<file path="src/rtl/icache_pkg.sv">
// rtl/icache_pkg.sv - shared types, widths and address helpers for the icache miss controller
package icache_pkg;

    localparam int IC_IDX_W  = 5;   // 32 cache lines
    localparam int IC_TAG_W  = 8;   // stored tag = addr[15:8]
    localparam int IC_MTAG_W = 4;   // memory transaction tag, 0 = no transaction

    // Bus command encoding seen by the memory side.
    typedef enum logic [1:0] {
        BUS_NONE = 2'd0,
        BUS_LOAD = 2'd1
    } bus_cmd_e;

    // Miss FSM: IDLE serves hits and may launch a load, WAIT holds one outstanding miss.
    typedef enum logic {
        ST_IDLE = 1'b0,
        ST_WAIT = 1'b1
    } ic_state_e;

    // Line index: bits just above the 8-byte block offset.
    function automatic logic [IC_IDX_W-1:0] addr_idx(input logic [31:0] addr);
        return addr[3 +: IC_IDX_W];
    endfunction

    // Stored tag: bits just above the index.
    function automatic logic [IC_TAG_W-1:0] addr_tag(input logic [31:0] addr);
        return addr[3 + IC_IDX_W +: IC_TAG_W];
    endfunction

    // Block-aligned byte address of the 64-bit block holding addr.
    function automatic logic [31:0] block_align(input logic [31:0] addr);
        return {addr[31:3], 3'b000};
    endfunction

endpackage

</file>
<file path="src/rtl/icache_ctrl.sv">
// rtl/icache_ctrl.sv - direct-mapped icache miss controller, one outstanding bus load
//
// Ports:
//   clock, reset_n                      clock, asynchronous active-low reset
//   proc2Icache_req/addr                fetch request and byte address
//   Icache_data_out/valid_out           hit data / hit indication for the current fetch
//   cache_rd_idx/tag, cache_rd_data/valid   array lookup (index/tag out, data/hit in)
//   cache_wr_en/idx/tag/data            array fill write
//   mem_command/addr                    bus load request
//   mem_response                        nonzero = load accepted, value is its transaction tag
//   mem_data/mem_tag                    returned block and its transaction tag (0 = nothing)
//   miss_count                          number of accepted misses, wraps
module icache_ctrl
    import icache_pkg::*;
#(
    parameter int IDX_W  = 5,
    parameter int TAG_W  = 8,
    parameter int MTAG_W = 4
) (
    input  logic              clock,
    input  logic              reset_n,
    input  logic              proc2Icache_req,
    input  logic [31:0]       proc2Icache_addr,
    output logic [63:0]       Icache_data_out,
    output logic              Icache_valid_out,
    output logic [IDX_W-1:0]  cache_rd_idx,
    output logic [TAG_W-1:0]  cache_rd_tag,
    input  logic [63:0]       cache_rd_data,
    input  logic              cache_rd_valid,
    output logic              cache_wr_en,
    output logic [IDX_W-1:0]  cache_wr_idx,
    output logic [TAG_W-1:0]  cache_wr_tag,
    output logic [63:0]       cache_wr_data,
    output logic [1:0]        mem_command,
    output logic [31:0]       mem_addr,
    input  logic [MTAG_W-1:0] mem_response,
    input  logic [63:0]       mem_data,
    input  logic [MTAG_W-1:0] mem_tag,
    output logic [31:0]       miss_count
);

    ic_state_e         state_q, state_d;
    logic [MTAG_W-1:0] pend_tag_q, pend_tag_d;
    logic [IDX_W-1:0]  pend_idx_q, pend_idx_d;
    logic [TAG_W-1:0]  pend_cache_tag_q, pend_cache_tag_d;
    logic [31:0]       miss_count_q, miss_count_d;
    bus_cmd_e          cmd;

    // Address split feeding the array lookup; the index sits above the block offset.
    assign cache_rd_idx = proc2Icache_addr[3 +: IDX_W];
    assign cache_rd_tag = proc2Icache_addr[3 + IDX_W +: TAG_W];

    // Hit path is purely combinational. A fill to the fetched line does not make
    // it a hit in the same cycle because the array write only lands at the edge.
    assign Icache_valid_out = proc2Icache_req & cache_rd_valid;
    assign Icache_data_out  = cache_rd_data;

    // The load address is always the aligned fetch address; it only matters while
    // mem_command is BUS_LOAD.
    assign mem_addr    = block_align(proc2Icache_addr);
    assign mem_command = cmd;
    assign miss_count  = miss_count_q;

    always_comb begin
        state_d          = state_q;
        pend_tag_d       = pend_tag_q;
        pend_idx_d       = pend_idx_q;
        pend_cache_tag_d = pend_cache_tag_q;
        miss_count_d     = miss_count_q;
        cmd              = BUS_NONE;
        cache_wr_en      = 1'b0;
        cache_wr_idx     = pend_idx_q;
        cache_wr_tag     = pend_cache_tag_q;
        cache_wr_data    = mem_data;

        case (state_q)
            ST_IDLE: begin
                // An unaccepted request leaves no state behind, so a new address
                // next cycle simply replaces it.
                if (proc2Icache_req && !cache_rd_valid) begin
                    cmd = BUS_LOAD;
                    if (mem_response != '0) begin
                        pend_tag_d       = mem_response;
                        pend_idx_d       = cache_rd_idx;
                        pend_cache_tag_d = cache_rd_tag;
                        miss_count_d     = miss_count_q + 32'd1;
                        state_d          = ST_WAIT;
                    end
                end
            end
            ST_WAIT: begin
                // Fill uses the latched line, independent of where fetch has moved.
                // A zero mem_tag is never a match, so a cleared pend_tag cannot fire.
                if ((mem_tag != '0) && (mem_tag == pend_tag_q)) begin
                    cache_wr_en = 1'b1;
                    pend_tag_d  = '0;
                    state_d     = ST_IDLE;
                end
            end
            default: begin
                state_d = ST_IDLE;
            end
        endcase
    end

    always_ff @(posedge clock or negedge reset_n) begin
        if (!reset_n) begin
            state_q          <= ST_IDLE;
            pend_tag_q       <= '0;
            pend_idx_q       <= '0;
            pend_cache_tag_q <= '0;
            miss_count_q     <= '0;
        end else begin
            state_q          <= state_d;
            pend_tag_q       <= pend_tag_d;
            pend_idx_q       <= pend_idx_d;
            pend_cache_tag_q <= pend_cache_tag_d;
            miss_count_q     <= miss_count_d;
        end
    end

endmodule

</file>
<file path="config.mk">
export PLATFORM = sky130hd
export DESIGN_NAME = icache_ctrl
export DESIGN_NICKNAME = d
export VERILOG_FILES = /design/src/rtl/icache_pkg.sv /design/src/rtl/icache_ctrl.sv
export SDC_FILE = /design/constraint.sdc
export NUM_CORES = 1
export LEC_CHECK = 0
export BUFFER_PORTS_ARGS = -buffer_cell sky130_fd_sc_hd__buf_4
export CORE_AREA = 10 10 144 146
export DETAILED_ROUTE_END_ITERATION = 6
export DIE_AREA = 0 0 154 156
export GPL_TIMING_DRIVEN = 0
export PLACE_DENSITY = 0.59
export SLEW_MARGIN = 10
export SYNTH_ARGS = -nofsm -noshare
export SYNTH_HDL_FRONTEND = slang
export SYNTH_SLANG_ARGS = --single-unit
</file>
<file path="constraint.sdc">
create_clock -name clock -period 3.6 [get_ports clock]
set_clock_uncertainty 0.15 [all_clocks]
set_input_delay 0 -clock clock [delete_from_list [all_inputs] [get_ports clock]]
set_output_delay 0 -clock clock [all_outputs]
set_load 0.1 [all_outputs]
</file>
==> results of run 1 <==
==> critical path, stage by stage (launching register included) <==
cell,delay [ns]
dfrtp_1,0.43
nor3b_4,0.50
nand2_1,0.37
a32o_1,0.35
dlygate4sd3_1,0.56
==> metal layers <==
metal | up-vias | global-route usage (%) | wire length, µm
met5 | - | 0 | 0
met4 | 0 | 2.429 | 93
met3 | 4 | 4.549 | 1521
li1 | 1644 | - | -
met1 | 1476 | 11.61 | 5182
met2 | 183 | 19.76 | 7737
==> flip-flops by register name (all words and copies together) (netlist names) <==
signal	flops
miss_count	32
cache_wr_tag	8
state_q	1
cache_wr_idx	5
pend_tag_q	4
==> synthesized netlist by cell type, types with 5 or more instances <==
cell type | instances | share of area [%]
buf_2 | 5 | 0.68
xnor2_1 | 9 | 2.1
inv_1 | 6 | 0.61
buf_4 | 175 | 36
nand4_1 | 7 | 1.2
nor3_1 | 8 | 1.1
nor2_1 | 7 | 0.71
nor4_1 | 6 | 1.0
nand2_1 | 54 | 5.5
nand3_1 | 8 | 1.1
xor2_1 | 25 | 5.9
dfrtp_1 | 50 | 34
==> per-stage QoR <==
step	util [%]	total power, W
3_5_place_dp	32.49	0.002955
3_3_place_gp	32.49	0.002945
4_1_cts	34.74	0.003576
5_1_grt	34.74	0.003666
6_report	34.74	0.003536
2_1_floorplan	-	0.002515
==> where the power goes <==
part / switching (W) / leakage, nW / internal (W) / total [W]
Clock: 0.000228 / 0.0760 / 0.000328 / 0.000556
Combinational: 0.00170 / 2.69 / 0.000509 / 0.00221
Sequential: 0.0000892 / 0.644 / 0.000678 / 0.000767
Total: 0.00202 / 3.41 / 0.00152 / 0.00354
==> area by class of cell <==
class / instances / share of cell area, %
sequential: 50 / 20.19
multi-input combinational: 160 / 17.02
tap: 229 / 4.623
clock inverter: 3 / 0.7268
inverter: 6 / 0.3634
buffer: 183 / 22.03
timing repair buffer: 265 / 33.03
clock buffer: 5 / 2.019
==> repair_timing <==
item                                   CTS  global route
endpoints found under the hold margin   68             0
buffers inserted                         0             0
hold buffers                            23             0
==> worst max path at each step <==
| stage | endpoint | slack [ns] | cells past startpoint |
|---|---|---|---|
| finish | pend_tag_q[3] | 1.10 | 4 |
| global route | pend_tag_q[0] | 0.99 | 4 |
| CTS | pend_tag_q[0] | 1.11 | 4 |
| detailed placement | cache_wr_tag[7] | 1.57 | 5 |
| global placement | cache_wr_tag[7] | 1.60 | 5 |
| floorplan | miss_count[1] | 0.97 | 5 |
==> cells by family (layout without fill, tap and decap cells) <==
| family | count (synthesis) | after routing | share of synthesized area, % |
|---|---|---|---|
| AOI/OAI and AO/OA | 6 | 6 | 1.427 |
| DFF | 50 | 50 | 33.98 |
| xor gates and xnor gates | 34 | 34 | 8.087 |
| and+or+nand+nor | 115 | 115 | 18.38 |
| other | 1 | 4 | 0.1018 |
| buffers and inverters | 189 | 462 | 37.68 |
| adders and majority gates | 1 | 1 | 0.3397 |
==> impl_metrics.json, run 1 <==
{
  "routed_wl_um": 14540,
  "die_h_um": 156,
  "finalCriticalPeriod_ns": 2.501,
  "r2r-start": "state_q",
  "holdWs_ns": 0.01139,
  "hold_end": "state_q",
  "overflow": 0,
  "grt_use_total_pct": 10.94,
  "hold_path.startpoint": "mem_tag[3]",
  "crit_start": "state_q",
  "fin_crit_sh_pct": 69.47,
  "clock_sinks": 50,
  "multi_input_area_um2": 1055,
  "reg2reg_depth": 4,
  "final-hold-violation-count": 0,
  "cts_made_buffers": 5,
  "cts.htree.levels": 2,
  "ys.flop_type": "dfrtp_1",
  "clock_path_buffers": 2,
  "worst_slew_pin_slew_ns": 0.6589,
  "grt_pass1_wl_um": 21240,
  "finalSetupTns_ns": 0,
  "power_density_nw_per_um2": 570.6,
  "design_area_um2": 6197,
  "via_count": 3307,
  "worstPathRequired_ns": 3.63,
  "drive_above_1_share_pct": 66.22,
  "placed_cells": 870,
  "port_buffers": 242,
  "antenna_found_initial": 0,
  "critPathArrivalTime_ns": 2.53,
  "grt_pass1_vias": 3624,
  "fmax_mhz": 399.9,
  "setup-violations-final": 0,
  "dpl_cell_area_um2": 5797,
  "tritoncts": "yes",
  "mostFrequentLayoutCell": "buf_4",
  "slew_headroom_pct": 56.07,
  "critPathKind": "reg -> reg",
  "ys_seq_area_share_pct": 33.98,
  "regArea_um2": 1251,
  "fin_cells": 901,
  "rsz0062_at_grt": "false",
  "final_cell_mix": "417 x buf_4, 54 x nand2_1, 50 x dfrtp_1",
  "drc_errors": 0,
  "ios": 394,
  "synthCells": 396,
  "cts.repair.resized": 0,
  "r2r_setup_slack_ns": 1.10,
  "status": "completed",
  "first_pass_iters": 5,
  "coreArea_um2": 17840,
  "clockRootBuffer": "clkbuf_16",
  "finalNetCount": 844,
  "r2r-end": "pend_tag_q[3]",
  "worstPathMaxFanout": 10,
  "ys_warn_count": 0,
  "first_iter_violations": 112,
  "syn-mean-instance-area_um2": 9.299,
  "synthesis.area_um2": 3682,
  "ir_drop_mv": 0.3016,
  "maxCapViolations": 0,
  "num_antenna_cells": 0,
  "wl_per_cell_um": 16.13,
  "pre_cts_slack_ns": 1.574,
  "ant_nets": 0,
  "cellLeakagePower_nw": 3.413,
  "async_flop_share_pct": 100.0,
  "yosysUniqueCellTypes": 30,
  "num_rows": 49,
  "synth-seq-cells": 50,
  "dieArea_um2": 24020,
  "vias_per_cell": 3.670,
  "setup_ws_ns": 1.099,
  "cp-end-kind": "flip-flop",
  "die_w_um": 154,
  "dp_hpwl_um": 12430,
  "start_util_pct": 20.64,
  "gp_congestion": 0.7429,
  "grt_max_degree": 51,
  "cp-start-kind": "flip-flop",
  "clk_pin_slew_worst_paths_ns": 0.07,
  "hold_depth": 5,
  "clk_latency_ns": 0.30,
  "fillers": 1833,
  "drv_slew": 0,
  "synth-edff-count": 0,
  "area_delta_synth_final_pct": 68.30,
  "hold_path.class": "in -> reg"
}
Power figures use the tool's default switching activity.
==> inputs of run 2 (changes only) <==
--- a/config.mk
+++ b/config.mk
@@ -6,9 +6,9 @@
 export NUM_CORES = 1
 export LEC_CHECK = 0
 export BUFFER_PORTS_ARGS = -buffer_cell sky130_fd_sc_hd__buf_4
-export CORE_AREA = 10 10 144 146
+export CORE_AREA = 10 10 143 145
 export DETAILED_ROUTE_END_ITERATION = 6
-export DIE_AREA = 0 0 154 156
+export DIE_AREA = 0 0 153 155
 export GPL_TIMING_DRIVEN = 0
 export PLACE_DENSITY = 0.59
 export SLEW_MARGIN = 10
==> constraint.sdc (replaced) <==
create_clock -name clock -period 2.6 [get_ports clock]
set_clock_uncertainty 0.15 [all_clocks]
set_input_delay 0 -clock clock [delete_from_list [all_inputs] [get_ports clock]]
set_output_delay 0 -clock clock [all_outputs]
set_load 0.1 [all_outputs]
==> run 2 against run 1 <==
- sequential share of layout area shrank 0.085 points
- total power grew 41%
- global-route usage shrank 0.051 points
- sequential cell count is the same
- sequential power grew 38%
- cell area grew 0.42%
- hold slack gained 0.0034 ns
- combinational power grew 38%
- first-iteration DRC count grew 32%
- core utilization grew 0.51 points
- critical endpoint is now pend_tag_q[1]
- highest routed layer unchanged
==> impl_metrics.json, run 2 (same netlist as run 1, synthesis figures left out) <==
{
  "drive_above_1_share_pct": 66.37,
  "fin_crit_sh_pct": 89.40,
  "clock_sinks": 50,
  "worst_slew_pin_slew_ns": 0.6838,
  "dieArea_um2": 23720,
  "status": "completed",
  "finalCriticalPeriod_ns": 2.324,
  "power_frac_seq_pct": 21.2,
  "first_iter_violations": 148,
  "crit_chain": "nor3b_4 -> nand2_2 -> a32o_1 -> dlygate4sd3_1",
  "cts.repair.resized": 0,
  "worstPathRequired_ns": 2.62,
  "worstPathMaxFanout": 10,
  "cts.htree.levels": 2,
  "met2_length_um": 7626,
  "p_sw_w": 0.002786,
  "via_count": 3385,
  "placed_cells": 870,
  "combPwrFrac_pct": 61.5,
  "final-hold-violation-count": 0,
  "clk_pin_slew_worst_paths_ns": 0.07,
  "cp-start-kind": "flip-flop",
  "crit_buf_inv": 1,
  "clockRootBuffer": "clkbuf_16",
  "finalSetupTns_ns": 0,
  "die_h_um": 155,
  "critPathKind": "reg -> reg",
  "power.switching_fraction_pct": 55.91,
  "hold_path.class": "in -> reg",
  "ir_drop_mv": 0.5654,
  "ant_nets": 0,
  "met3_length_um": 1543,
  "cellLeakagePower_nw": 3.432,
  "grt_max_degree": 51,
  "wirelength_met1_um": 4867,
  "start_util_pct": 20.85,
  "num_rows": 49,
  "vias_per_cell": 3.757,
  "area_delta_synth_final_pct": 69.01,
  "clk_latency_ns": 0.29,
  "grt_use_total_pct": 10.89,
  "port_buffers": 242,
  "power.share.clock_pct": 17.3,
  "internal-power_w": 0.002197,
  "largest_register_ff_count": 32,
  "fillers": 1854,
  "crit_family": "simple AND/OR/NAND/NOR gates",
  "clock_path_buffers": 2,
  "overflow": 0,
  "fin_cells": 901,
  "final_cell_mix": "417 x buf_4, 53 x nand2_1, 50 x dfrtp_1",
  "grt_pass1_wl_um": 21000,
  "routed_wl_um": 14220,
  "critPathArrivalTime_ns": 2.34,
  "cp-end-kind": "flip-flop",
  "gp_congestion": 0.7418,
  "critPathSlowestCell": "dlygate4sd3_1",
  "first_pass_iters": 4,
  "fmax_mhz": 430.2,
  "grt_pass1_vias": 3710,
  "tritoncts": "yes",
  "mostFrequentLayoutCell": "buf_4",
  "power_density_nw_per_um2": 800.8,
  "drv_slew": 0,
  "drc_errors": 0,
  "setup-violations-final": 0,
  "die_w_um": 153,
  "num_antenna_cells": 0,
  "coreArea_um2": 17660,
  "maxCapViolations": 0,
  "ios": 394,
  "rsz0062_at_grt": "false",
  "cpPeakStageDelay_ns": 0.55,
  "dp_hpwl_um": 12240,
  "finalNetCount": 844,
  "antenna_found_initial": 0,
  "cts_made_buffers": 5,
  "slew_headroom_pct": 54.41,
  "routed.top_layer": "met4",
  "wl_per_cell_um": 15.78
}
## run 2: path summary, 6_finish.rpt
kind                                      start               to  slack (ns)  depth (start not counted)
worst max register to register          state_q    pend_tag_q[1]        0.28                          4
worst min-delay path                 mem_tag[3]          state_q        0.01                          5
worst min register to register  cache_wr_tag[2]  cache_wr_tag[2]        0.32                          2
worst max-delay path                    state_q    pend_tag_q[1]        0.28                          4
min in group asynchronous               reset_n  cache_wr_idx[2]        0.14                          2
max in group asynchronous               reset_n   miss_count[14]        1.71                          2
## run 2: power groups by stage
| stage | Sequential (W) | Combinational [W] | Clock, W |
|---|---|---|---|
| floorplan | 0.00195 | 0.00154 | 0 |
| global placement | 0.00107 | 0.00301 | 0 |
| detailed placement | 0.00107 | 0.00302 | 0 |
| CTS | 0.00106 | 0.00309 | 0.000888 |
| global route | 0.00108 | 0.00318 | 0.000921 |
| finish | 0.00106 | 0.00306 | 0.000862 |
## run 2: layer usage
layer  vias up  track usage, %
met5         -               0
met1      1544           10.91
li1       1640               -
met4         0           2.861
met3         8           5.018
met2       193           19.96
## run 2: timing repair
item	in CTS	in global routing
buffers inserted	0	0
hold buffers	23	0
endpoints found under the setup margin	0	0
hold endpoints to repair	68	0
## run 2: worst reg2reg max path, cell delays in order, from the launching register on
cell	delay (ns)
dfrtp_1	0.42
nor3b_4	0.48
nand2_2	0.29
a32o_1	0.32
dlygate4sd3_1	0.55
## run 2: final cells by class
class	count	area, µm²	share of cell area [%]
Timing Repair Buffer	265	2047	32.89
Sequential cell	50	1251	20.10
Clock buffer	5	125.1	2.010
Inverter	6	22.52	0.3619
Tap cell	229	286.5	4.604
Buffer	183	1365	21.93
Multi-Input combinational cell	160	1057	16.99
Clock inverter	3	68.82	1.106
## run 2: per-stage QoR
stage | power [W] | hold slack (ns) | utilization [%] | area (µm²) | setup WS [ns]
after CTS | 0.005037 | 0.01237 | 35.25 | 6223 | 0.2758
after detailed placement | 0.004091 | -0.05634 | 32.84 | 5799 | 0.6258
after floorplan | 0.003482 | -0.4456 | - | 3696 | 0.05806
after global routing | 0.005185 | 0.04039 | 35.25 | 6223 | 0.1421
after global placement | 0.004077 | -0.06205 | 32.84 | 5799 | 0.6131
final | 0.004984 | 0.01483 | 35.25 | 6223 | 0.2757
==> inputs of run 3 (changes only) <==
--- a/config.mk
+++ b/config.mk
@@ -6,11 +6,12 @@
 export NUM_CORES = 1
 export LEC_CHECK = 0
 export BUFFER_PORTS_ARGS = -buffer_cell sky130_fd_sc_hd__buf_4
-export CORE_AREA = 10 10 143 145
+export CORE_AREA = 2 2 152 154
+export CTS_BUF_LIST = sky130_fd_sc_hd__clkbuf_2
 export DETAILED_ROUTE_END_ITERATION = 6
-export DIE_AREA = 0 0 153 155
+export DIE_AREA = 0 0 154 156
 export GPL_TIMING_DRIVEN = 0
-export PLACE_DENSITY = 0.59
+export PLACE_DENSITY = 0.5
 export SLEW_MARGIN = 10
 export SYNTH_ARGS = -nofsm -noshare
 export SYNTH_HDL_FRONTEND = slang
==> run 3 against run 2 <==
- critical path depth increased by 2
- worst setup slack worse by 0.16 ns
- cell count is 7.4% higher
- sequential cell count is the same
- via count is 1.1% higher
- first-iteration DRC count decreased by 15%
- non-clock buffer count grew 11
- total power decreased by 7.8%
- cell area grew 1.1%
- critical path type unchanged
==> impl_metrics.json, run 3 (same netlist as run 1, synthesis figures left out) <==
{
  "status": "completed",
  "routed_wl_um": 12000,
  "finalSetupTns_ns": 0,
  "critPathKind": "reg -> reg",
  "clockRootBuffer": "clkbuf_2",
  "crit_buf_inv": 2,
  "via_count": 3422,
  "critPathSlowestCell": "dlygate4sd3_1",
  "fin_crit_sh_pct": 95.57,
  "cts.htree.levels": 2,
  "die_h_um": 156,
  "vias_per_cell": 3.535,
  "worstPathMaxFanout": 3,
  "cts_hold_buf": 34,
  "final_cell_mix": "417 x buf_4, 53 x nand2_1, 50 x dfrtp_1",
  "clock_sinks": 50,
  "cp-end-kind": "flip-flop",
  "worstPathRequired_ns": 2.87,
  "power_density_nw_per_um2": 729.7,
  "num_rows": 55,
  "first_iter_violations": 126,
  "holdWs_ns": 0.1252,
  "cts_setup_buffers": 0,
  "overflow": 0,
  "drv_slew": 0,
  "first_pass_iters": 4,
  "antenna_found_initial": 0,
  "finalCriticalPeriod_ns": 2.485,
  "grt_pass1_wl_um": 16950,
  "critPathArrivalTime_ns": 2.76,
  "cellLeakagePower_nw": 3.416,
  "dieArea_um2": 24020,
  "port_buffers": 242,
  "maxCapViolations": 0,
  "ant_nets": 0,
  "cpPeakStageDelay_ns": 0.58,
  "slew_headroom_pct": 62.25,
  "final-hold-violation-count": 0,
  "rsz0062_at_grt": "false",
  "ios": 394,
  "clk_pin_slew_worst_paths_ns": 0.30,
  "tritoncts": "yes",
  "worst_slew_pin_slew_ns": 0.5657,
  "hold_path.class": "in -> reg",
  "area_delta_synth_final_pct": 70.95,
  "clk_latency_ns": 0.47,
  "wl_per_cell_um": 12.39,
  "crit_family": "buffers and inverters",
  "grt_max_degree": 51,
  "coreArea_um2": 22370,
  "drive_above_1_share_pct": 65.45,
  "die_w_um": 154,
  "start_util_pct": 16.46,
  "gp_congestion": 0.7039,
  "dp_hpwl_um": 9575,
  "clock_path_buffers": 2,
  "cpMostUsedCell": "dlygate4sd3_1",
  "r2r_setup_slack_ns": 0.12,
  "drc_errors": 0,
  "largest_register_ff_count": 32,
  "num_antenna_cells": 0,
  "cts_made_buffers": 5,
  "mostFrequentLayoutCell": "buf_4",
  "grt_pass1_vias": 3186,
  "setup-violations-final": 0,
  "ir_drop_mv": 0.7478,
  "grt_use_total_pct": 8.945,
  "finalNetCount": 855,
  "fmax_mhz": 402.4,
  "crit_chain": "or2_2 -> o21ai_0 -> dlygate4sd3_1 -> nand2_1 -> dlygate4sd3_1 -> a21o_1",
  "cp-start-kind": "flip-flop",
  "cts.repair.resized": 0
}
-- run 3: cell count changes in the layout (fill, tap and decap cells not counted) --
cell,delta
dlygate4sd3_1,+10
clkbuf_2,+6
clkbuf_16,-5
buf_16,+1
bufinv_16,-1
clkinv_4,-1
clkinvlp_4,+1
-- run 3: layout make-up --
| class | count | area (µm²) |
|---|---|---|
| multi-input cells | 160 | 1057 |
| clock buffers | 6 | 30.03 |
| well taps | 285 | 356.6 |
| clock inverters | 2 | 37.54 |
| plain buffers | 183 | 1365 |
| fillers | 2395 | 16070 |
| repair buffers | 276 | 2175 |
| flip-flops and latches | 50 | 1251 |
| inverters | 6 | 22.52 |
-- run 3: worst paths after layout --
kind	startpoint	endpoint	cells past startpoint
min	proc2Icache_addr[7]	cache_wr_idx[4]	4
max reg2reg	pend_tag_q[3]	state_q	6
max	pend_tag_q[3]	state_q	6
max in group asynchronous	reset_n	cache_wr_tag[6]	4
min reg2reg	miss_count[31]	miss_count[31]	1
min in group asynchronous	reset_n	cache_wr_tag[1]	4
-- run 3: per-stage QoR --
step | setup WS, ns | instances | instance area (µm²) | power, W | util, %
final | 0.1151 | 968 | 6295 | 0.004594 | 28.15
after global routing | 0.006937 | 968 | 6295 | 0.004776 | 28.15
after CTS | 0.1241 | 968 | 6295 | 0.004640 | 28.15
after detailed placement | 0.5330 | 926 | 5869 | 0.004056 | 26.24
after global placement | 0.5360 | 926 | 5869 | 0.004053 | 26.24
after floorplan | 0.05806 | 399 | 3696 | 0.003482 | -
-- run 3: power breakdown --
part	internal, W	switching (W)
clock network	0.000166	0.000294
logic	0.000729	0.00234
registers	0.000937	0.000129
total	0.00183	0.00276
-- run 3: per-layer routing --
layer  track usage, %  vias up  wire (µm)
met2            16.61      217       6407
met1            9.895     1534       4286
met3            3.028        8       1217
met5                0        -          0
li1                 -     1663          -
met4            1.869        0         86
-- run 3: worst reg2reg max path, cell delays in order, from the launching register on --
cell and delay (ns):
dfrtp_1 0.47, or2_2 0.28, o21ai_0 0.19, dlygate4sd3_1 0.58, nand2_1 0.04, dlygate4sd3_1 0.55
a21o_1 0.17
